--- src/rtl/serial_sub_ctrl_if.sv ---
// serial_sub_ctrl_if
//   Request/result bundle for the bit-serial subtractor controller.
//   Signals:
//     start  - request a subtraction (master -> slave)
//     a, b   - minuend / subtrahend, WIDTH bits (master -> slave)
//     busy   - high while the subtraction is running (slave -> master)
//     done   - one-cycle completion pulse (slave -> master)
//     dif    - a - b mod 2^WIDTH (slave -> master)
//     borrow - final borrow-out, set when a < b unsigned (slave -> master)
//   Modports: master (requester side), slave (serial_sub_ctrl side).
interface serial_sub_ctrl_if #(
  parameter int WIDTH = 8
);
  logic             start;
  logic [WIDTH-1:0] a;
  logic [WIDTH-1:0] b;
  logic             busy;
  logic             done;
  logic [WIDTH-1:0] dif;
  logic             borrow;

  modport master (
    output start, a, b,
    input  busy, done, dif, borrow
  );

  modport slave (
    input  start, a, b,
    output busy, done, dif, borrow
  );
endinterface

--- src/rtl/serial_sub_ctrl.sv ---
// serial_sub_ctrl
//   Bit-serial WIDTH-bit subtractor: dif = a - b, one bit per clock, LSB
//   first, through a single borrow-chained subtract cell (two half
//   subtractors plus an OR) and one borrow flip-flop.
//   Ports:
//     clk - rising-edge clock
//     rst - synchronous, active-high reset
//     bus - serial_sub_ctrl_if.slave (start, a, b in; busy, done, dif,
//           borrow out)
//   Sequence: IDLE --start--> RUN (WIDTH edges) --> DONE (1 cycle) --> IDLE.
//   dif/borrow are output registers updated only on the final RUN edge.
module serial_sub_ctrl #(
  parameter int WIDTH = 8
) (
  input  logic               clk,
  input  logic               rst,
  serial_sub_ctrl_if.slave   bus
);

  // Counter needs to reach WIDTH-1; keep at least one bit for WIDTH=1.
  localparam int CW = (WIDTH > 1) ? $clog2(WIDTH) : 1;
  localparam logic [CW-1:0] LAST_BIT = CW'(WIDTH - 1);

  typedef enum logic [1:0] {
    S_IDLE = 2'd0,
    S_RUN  = 2'd1,
    S_DONE = 2'd2
  } state_t;

  state_t           r_state;
  state_t           w_state_next;

  logic [WIDTH-1:0] r_sa;
  logic [WIDTH-1:0] r_sb;
  logic [WIDTH-1:0] r_sr;
  logic [CW-1:0]    r_cnt;
  logic             r_br;
  logic [WIDTH-1:0] r_dif;
  logic             r_borrow;

  logic             w_ai;
  logic             w_bi;
  logic             w_hs1_d;
  logic             w_hs1_b;
  logic             w_hs2_b;
  logic             w_d;
  logic             w_bo;
  logic             w_last;
  logic [WIDTH-1:0] w_sr_next;

  // Subtract cell: first half subtractor on (ai, bi), second on
  // (ai^bi, br); the two borrows are ORed into the borrow-out.
  assign w_ai    = r_sa[0];
  assign w_bi    = r_sb[0];
  assign w_hs1_d = w_ai ^ w_bi;
  assign w_hs1_b = ~w_ai & w_bi;
  assign w_d     = w_hs1_d ^ r_br;
  assign w_hs2_b = ~w_hs1_d & r_br;
  assign w_bo    = w_hs1_b | w_hs2_b;

  assign w_last  = (r_cnt == LAST_BIT);

  // New difference bit enters at the MSB; after WIDTH shifts the first
  // (LSB) bit has reached position 0. A 1-bit result is just the bit.
  generate
    if (WIDTH == 1) begin : g_sr_w1
      assign w_sr_next = w_d;
    end else begin : g_sr_wn
      assign w_sr_next = {w_d, r_sr[WIDTH-1:1]};
    end
  endgenerate

  // State register
  always_ff @(posedge clk) begin
    if (rst) begin
      r_state <= S_IDLE;
    end else begin
      r_state <= w_state_next;
    end
  end

  // Next-state logic; start is only looked at in IDLE, so it never queues.
  always_comb begin
    w_state_next = r_state;
    case (r_state)
      S_IDLE:  if (bus.start) w_state_next = S_RUN;
      S_RUN:   if (w_last)    w_state_next = S_DONE;
      S_DONE:  w_state_next = S_IDLE;
      default: w_state_next = S_IDLE;
    endcase
  end

  // Output decode
  always_comb begin
    bus.busy = (r_state == S_RUN);
    bus.done = (r_state == S_DONE);
  end

  assign bus.dif    = r_dif;
  assign bus.borrow = r_borrow;

  // Datapath: operand capture, shifting, borrow chain and result load.
  always_ff @(posedge clk) begin
    if (rst) begin
      r_sa     <= '0;
      r_sb     <= '0;
      r_sr     <= '0;
      r_cnt    <= '0;
      r_br     <= 1'b0;
      r_dif    <= '0;
      r_borrow <= 1'b0;
    end else begin
      case (r_state)
        S_IDLE: begin
          if (bus.start) begin
            r_sa  <= bus.a;
            r_sb  <= bus.b;
            r_sr  <= '0;
            r_cnt <= '0;
            r_br  <= 1'b0;
          end
        end
        S_RUN: begin
          r_sr  <= w_sr_next;
          r_sa  <= r_sa >> 1;
          r_sb  <= r_sb >> 1;
          r_br  <= w_bo;
          r_cnt <= r_cnt + 1'b1;
          // Results stay frozen until the final bit of the next operation.
          if (w_last) begin
            r_dif    <= w_sr_next;
            r_borrow <= w_bo;
          end
        end
        default: begin
        end
      endcase
    end
  end

endmodule

--- src/flat_wrapper.sv ---
// flat-port wrapper written by rule: the top's interface ports become plain ports
module serial_sub_ctrl_flat 
#(
  parameter int WIDTH = 8
)
  (clk, rst, bus_start, bus_a, bus_b, bus_busy, bus_done, bus_dif, bus_borrow);
  serial_sub_ctrl_if #(.WIDTH(WIDTH)) bus_i ();
  input  logic clk;
  input  logic rst;
  input wire logic [$bits(bus_i.start)-1:0] bus_start;
  input wire logic [$bits(bus_i.a)-1:0] bus_a;
  input wire logic [$bits(bus_i.b)-1:0] bus_b;
  output wire logic [$bits(bus_i.busy)-1:0] bus_busy;
  output wire logic [$bits(bus_i.done)-1:0] bus_done;
  output wire logic [$bits(bus_i.dif)-1:0] bus_dif;
  output wire logic [$bits(bus_i.borrow)-1:0] bus_borrow;
  assign bus_i.start = bus_start;
  assign bus_i.a = bus_a;
  assign bus_i.b = bus_b;
  assign bus_busy = bus_i.busy;
  assign bus_done = bus_i.done;
  assign bus_dif = bus_i.dif;
  assign bus_borrow = bus_i.borrow;
  serial_sub_ctrl #(.WIDTH(WIDTH)) u_core (.clk(clk), .rst(rst), .bus(bus_i));
endmodule
--- config.mk ---
export PLATFORM = sky130hd
export DESIGN_NAME = serial_sub_ctrl_flat
export DESIGN_NICKNAME = d
export VERILOG_FILES = /design/src/rtl/serial_sub_ctrl_if.sv /design/src/rtl/serial_sub_ctrl.sv /design/src/flat_wrapper.sv
export SDC_FILE = /design/constraint.sdc
export NUM_CORES = 1
export LEC_CHECK = 0
export ABC_AREA = 1
export CAP_MARGIN = 20
export CORE_MARGIN = 3
export CORE_UTILIZATION = 25
export DETAILED_ROUTE_END_ITERATION = 6
export GPL_TIMING_DRIVEN = 0
export PLACE_DENSITY = 0.53
export SYNTH_ARGS = -nofsm -noshare
export SYNTH_HDL_FRONTEND = slang
export SYNTH_SLANG_ARGS = --single-unit
export TNS_END_PERCENT = 50
--- constraint.sdc ---
create_clock -name clk -period 1.92 [get_ports clk]
set_clock_uncertainty 0.15 [all_clocks]
set_input_delay 0.288 -clock clk [delete_from_list [all_inputs] [get_ports clk]]
set_output_delay 0.288 -clock clk [all_outputs]
set_load 0.005 [all_outputs]
# After elaboration in Yosys (flattened, before gate mapping)
# Cells that the tools add are included.
totals:
  output_inout_bits: 11
  latchBits: 0
  reg_bits: 39
  memories: 0
  ramBits: 0
  mem_bits_ro: 0
op_classes:
  multipliers: 0
  shifts: 0
  magnitude_cmp: 0
  bitwise_logic: 7
  div: 0
  reduce_logical: 5
  n_eq_ne: 5
  muxes: 13
  n_addsub: 1
ops:
  columns: ["op", "count"]
  rows:
  - ["8-bit case mux with 2 select lines", 3]
  - ["8-bit 2-to-1 mux", 3]
  - ["3-bit case mux with 2 select lines", 1]
  - ["2-bit AND reduction", 3]
  - ["2-bit 2-to-1 mux", 2]
  - ["2-bit case mux with 2 select lines", 1]
  - ["3-bit by 1-bit adder with 3-bit output (second input constant)", 1]
  - ["3-bit equality test (second input constant)", 1]
  - ["3-bit 2-to-1 mux", 1]
  - ["1-bit bitwise AND", 2]
  - ["2-bit by 1-bit equality test with 1-bit output (second input constant)", 1]
  - ["2-bit equality test (second input constant)", 1]
  - ["2-bit logical NOT", 1]
  - ["2-bit by 1-bit inequality test with 1-bit output (second input constant)", 1]
  - ["2-bit inequality test (second input constant)", 1]
  - ["1-bit inverter", 2]
  - ["1-bit case mux with 2 select lines", 1]
  - ["2-bit nonzero test", 1]
  - ["1-bit bitwise XOR", 2]
  - ["1-bit 2-to-1 mux", 1]
  - ["1-bit bitwise OR", 1]

# Depth between registers and ports, before layout
depth:
  word_depth: 5
  ltp_mapped: 7

# Least setup slack after synthesis
# No wires, ideal clock.
synth_timing:
  path_kind: "flip-flop to flip-flop"
  start: "register u_core.r_cnt[0]"
  end: "register u_core.r_dif[0] (netlist: u_core.bus.dif[0])"
  required_time_ps: 1654
  setup_slack_ps: 603
  path_stages_with_launch: 8
  arrival_ps: 1052
  cell_sequence: "dfxtp_1 ha_1 ha_1 nand2_1 nor2_4 inv_2 nor2_1 nor2_1"
synth_between:
  elab_chain_len: 2
synth_lines:
  columns: ["item", "line", "rtl"]
  rows:
  - ["start, declared", "serial_sub_ctrl.sv:36", "logic [CW-1:0] r_cnt;"]
  - ["start signal, assigned", "serial_sub_ctrl.sv:128", "r_cnt <= r_cnt + 1'b1;"]
  - ["3-bit equality test", "serial_sub_ctrl.sv:61", "assign w_last = (r_cnt == LAST_BIT);"]
  - ["2-bit AND reduction (no line)", null, null]
  - ["end signal, assigned", "serial_sub_ctrl.sv:131", "r_dif <= w_sr_next;"]
  - ["end, declared", "serial_sub_ctrl.sv:38", "logic [WIDTH-1:0] r_dif;"]
# No other way between the ends.
# A chain may end at the register's enable or synchronous reset.

# Worst setup path in the final report
layout_timing:
  start: "register u_core.r_state[0]"
  end: "output bus_busy"
layout_between:
  elab_chain_len: 1
layout_lines:
  columns: ["item", "line", "rtl"]
  rows:
  - ["start, declared", "serial_sub_ctrl.sv:30", "state_t r_state;"]
  - ["start signal, assigned", "serial_sub_ctrl.sv:78", "r_state <= w_state_next;"]
  - ["2-bit by 1-bit equality test with 1-bit output", "serial_sub_ctrl.sv:95", "bus.busy = (r_state == S_RUN);"]
  - ["end, declared", "flat_wrapper.sv:13", "output wire logic [$bits(bus_i.busy)-1:0] bus_busy;"]
# No other way between the ends.

==> flow_metrics.tcl <==
set metrics [dict create \
    status "finished clean" \
    synthToLayoutAreaGrowth_pct 28.95 \
    critical_path.startpoint_type "flip-flop" \
    row_count 29 \
    placement.io_buffers 28 \
    syn-mean-instance-area_sq_um 7.400 \
    final-hold-violation-count 0 \
    worstSetupEndpointType "primary output" \
    die_area_sq_um 7929 \
    worst_min_delay_path_category "input pin to flip-flop" \
    power.ir.vdd_worst_mv 0.4109 \
    cap_viol_max_count 0 \
    synthesis.nets 255 \
    p_per_area_nw_per_um2 732.4 \
    cpMostUsedCell "sky130_fd_sc_hd__buf_6" \
    clock_sinks 38 \
    ys_warn_count 0 \
    drt_wl_total_microns 4300 \
    critical_path_arrival_ns 1.34 \
    most-common-layout-cells "50 x sky130_fd_sc_hd__nand3_1, 37 x sky130_fd_sc_hd__dfxtp_1, 32 x sky130_fd_sc_hd__nand2_1, 28 x sky130_fd_sc_hd__inv_1" \
    final_area_sq_um 2223 \
    remaining_drcs 0 \
    grt_pass1_wl_microns 7355 \
    pre_cts_slack_ns 0.07307 \
    mostFrequentLayoutCell "sky130_fd_sc_hd__nand3_1" \
    io_pins 30 \
    cts-buffers-inserted 5 \
    fin_crit_ns 1.783 \
    grt_max_degree 12 \
    timing.final.max_slew_violations 0 \
    source_to_sink_clock_delay_at_the_later_pin_of_the_worst_skew_pair_ns 0.29 \
    cp_num_buf_inv 4 \
    start_util_pct 26.40 \
    highest_attainable_clock_frequency_mhz 561.0 \
    instance_count_of_the_mapped_netlist 233 \
    vias 1540 \
    synth-seq-area-share_pct 44.12 \
    drt_pass1_iterations 4 \
    layout_worst_path_cycle_share_pct 92.85 \
    crit_chain "buf_6 > nand2_8 > inv_4 > buf_6 > dlygate4sd2_1" \
    post_route_cells_drive_above_1_share_pct 10.33 \
    detailedRoute.firstIterationViolations 52 \
    clk_root_buffer_cell "sky130_fd_sc_hd__clkbuf_8" \
    gr-total-overflow 0 \
    core-area_sq_um 6531 \
    worst_slack_ns 0.1374 \
    htree_levels 2 \
    ys_ff_latch 38 \
    total_power_of_the_final_layout_mw 1.629 \
    worstSetupPathType "flip-flop to primary output" \
    drt-wirelength-per-cell_microns 12.36 \
    pin_slew_with_the_least_headroom_to_its_limit_ns 0.5072 \
    critical_path.max_fanout 10 \
    grt_util_all_layers_pct 12.11 \
    clock_pin_slew_of_the_registers_on_the_worst_case_setup_and_hold_paths_ns 0.07 \
    tritoncts "done" \
    setup_repair_after_global_routing_missed_its_margin "false" \
    post_synth_num_cell_types 20 \
    dpl.hpwl_microns 2850 \
    finish.utilization_pct 34.04 \
    die-height_microns 89.05 \
    area_of_the_mapped_netlist_sq_um 1724 \
    detail_route.vias_per_cell 4.425 \
    final-instance-count-excl-fill 348 \
    timing.critical_path.slowest_cell_delay_ns 0.33 \
    placed_cells_incl_taps 338 \
    antenna_found_initial 0 \
    setup_viol_count_final 0 \
    cts.path.max_buffers 2 \
    critical-path-slowest-cell "sky130_fd_sc_hd__dfxtp_1" \
    leakagePower_nw 0.9570 \
    placement.cell_area_sq_um 2101 \
    first_global_vias 1576 \
    whs_ns 0.1870 \
    nFillCells 705 \
    place_congestion 0.7018 \
    crit_required_ns 1.48 \
    fin_setup_tns_ns 0 \
    timing.critical_path.max_delay_family "buffers and inverters" \
    route.antenna.remaining_nets 0 \
    slew-limit-headroom_pct 66.19 \
    n_antenna_cell 0 \
    die_w_microns 89.05 \
    layout.nets 292 \
]
-- sequential cells by signal (all words and copies together), names as in the netlist --
register / flops
u_core.bus.dif: 8
u_core.r_sa: 8
u_core.r_sb: 8
u_core.r_sr: 7
u_core.r_cnt: 3
u_core.r_state: 2
u_core.bus.borrow: 1
u_core.r_br: 1
-- layout make-up --
type / count / area, sq um / share of cell area [%]
Buffer: 14 / 113.9 / 5.121
Inverter: 31 / 121.4 / 5.459
Clock inverter: 1 / 5.005 / 0.2251
Tap cell: 77 / 96.34 / 4.333
Timing Repair Buffer: 30 / 292.8 / 13.17
Multi-Input combinational cell: 150 / 743.2 / 33.43
Sequential cell: 38 / 764.5 / 34.38
Clock buffer: 7 / 86.33 / 3.883
-- report_power, final --
group	total (mW)	switching [mW]	internal, mW	leakage (nW)
Clock	0.569	0.279	0.290	0.0482
Combinational	0.226	0.122	0.104	0.598
Sequential	0.834	0.0165	0.818	0.311
-- path summary, 6_finish.rpt --
check	from	to	slack, ns	depth (start not counted)
max	u_core.r_state[0]$_SDFFE_PP0P_	bus_busy	0.14	5
min	rst	u_core.r_cnt[2]$_SDFFE_PP0P_	0.19	2
max reg2reg	u_core.r_cnt[0]$_SDFFE_PP0P_	u_core.bus.dif[6]$_SDFFE_PP0P_	0.39	7
min reg2reg	u_core.bus.borrow$_SDFFE_PP0P_	u_core.bus.borrow$_SDFFE_PP0P_	0.32	2
-- layer usage --
| layer | routed length [microns] | GRT usage (%) |
|---|---|---|
| met3 | 163 | 2.765 |
| met5 | 0 | 0 |
| met4 | 79 | 5.142 |
| met1 | 2194 | 16.25 |
| met2 | 1863 | 18.69 |
-- cell families after synthesis --
family                   count (synthesis)  synth area share (%)
AND/OR/NAND/NOR                        113                 30.62
buffers and inverters                   45                 12.77
flip-flops                              38                 44.12
AO/OA/AOI/OAI                           34                 9.869
adder cells (fa/ha/maj)                  3                 2.612
-- cells in the mapped netlist --
cell                       number  share of area, %
sky130_fd_sc_hd__a21oi_1       25               7.3
sky130_fd_sc_hd__and3_1         1              0.36
sky130_fd_sc_hd__buf_1          1              0.22
sky130_fd_sc_hd__buf_2          3              0.87
sky130_fd_sc_hd__buf_4          4               1.7
sky130_fd_sc_hd__buf_6          4               2.6
sky130_fd_sc_hd__clkbuf_1       2              0.44
sky130_fd_sc_hd__dfxtp_1       38                44
sky130_fd_sc_hd__fa_1           1               1.2
sky130_fd_sc_hd__ha_1           2               1.5
sky130_fd_sc_hd__inv_1         28               6.1
sky130_fd_sc_hd__inv_2          2              0.44
sky130_fd_sc_hd__inv_4          1              0.36
sky130_fd_sc_hd__nand2_1       32               7.0
sky130_fd_sc_hd__nand2_4        2               1.3
sky130_fd_sc_hd__nand2_8        1               1.2
sky130_fd_sc_hd__nand3_1       50                15
sky130_fd_sc_hd__nor2_1        26               5.7
sky130_fd_sc_hd__nor2_4         1              0.65
sky130_fd_sc_hd__o21ai_0        9               2.6
-- worst register-to-register path: cells and delay by family, from the launching register on --
kind	cells	cell delay [ns]
and+or+nand+nor	4	0.49
adders and majority gates	2	0.29
buffers and inverters	1	0.15
DFF	1	0.35
-- what timing repair did --
item                                    CTS  global route
endpoints found under the setup margin    2             0
buffers inserted                          2             0
resized for setup                         9             0
hold buffers                              0             0
(Power assumes the default switching activity.)
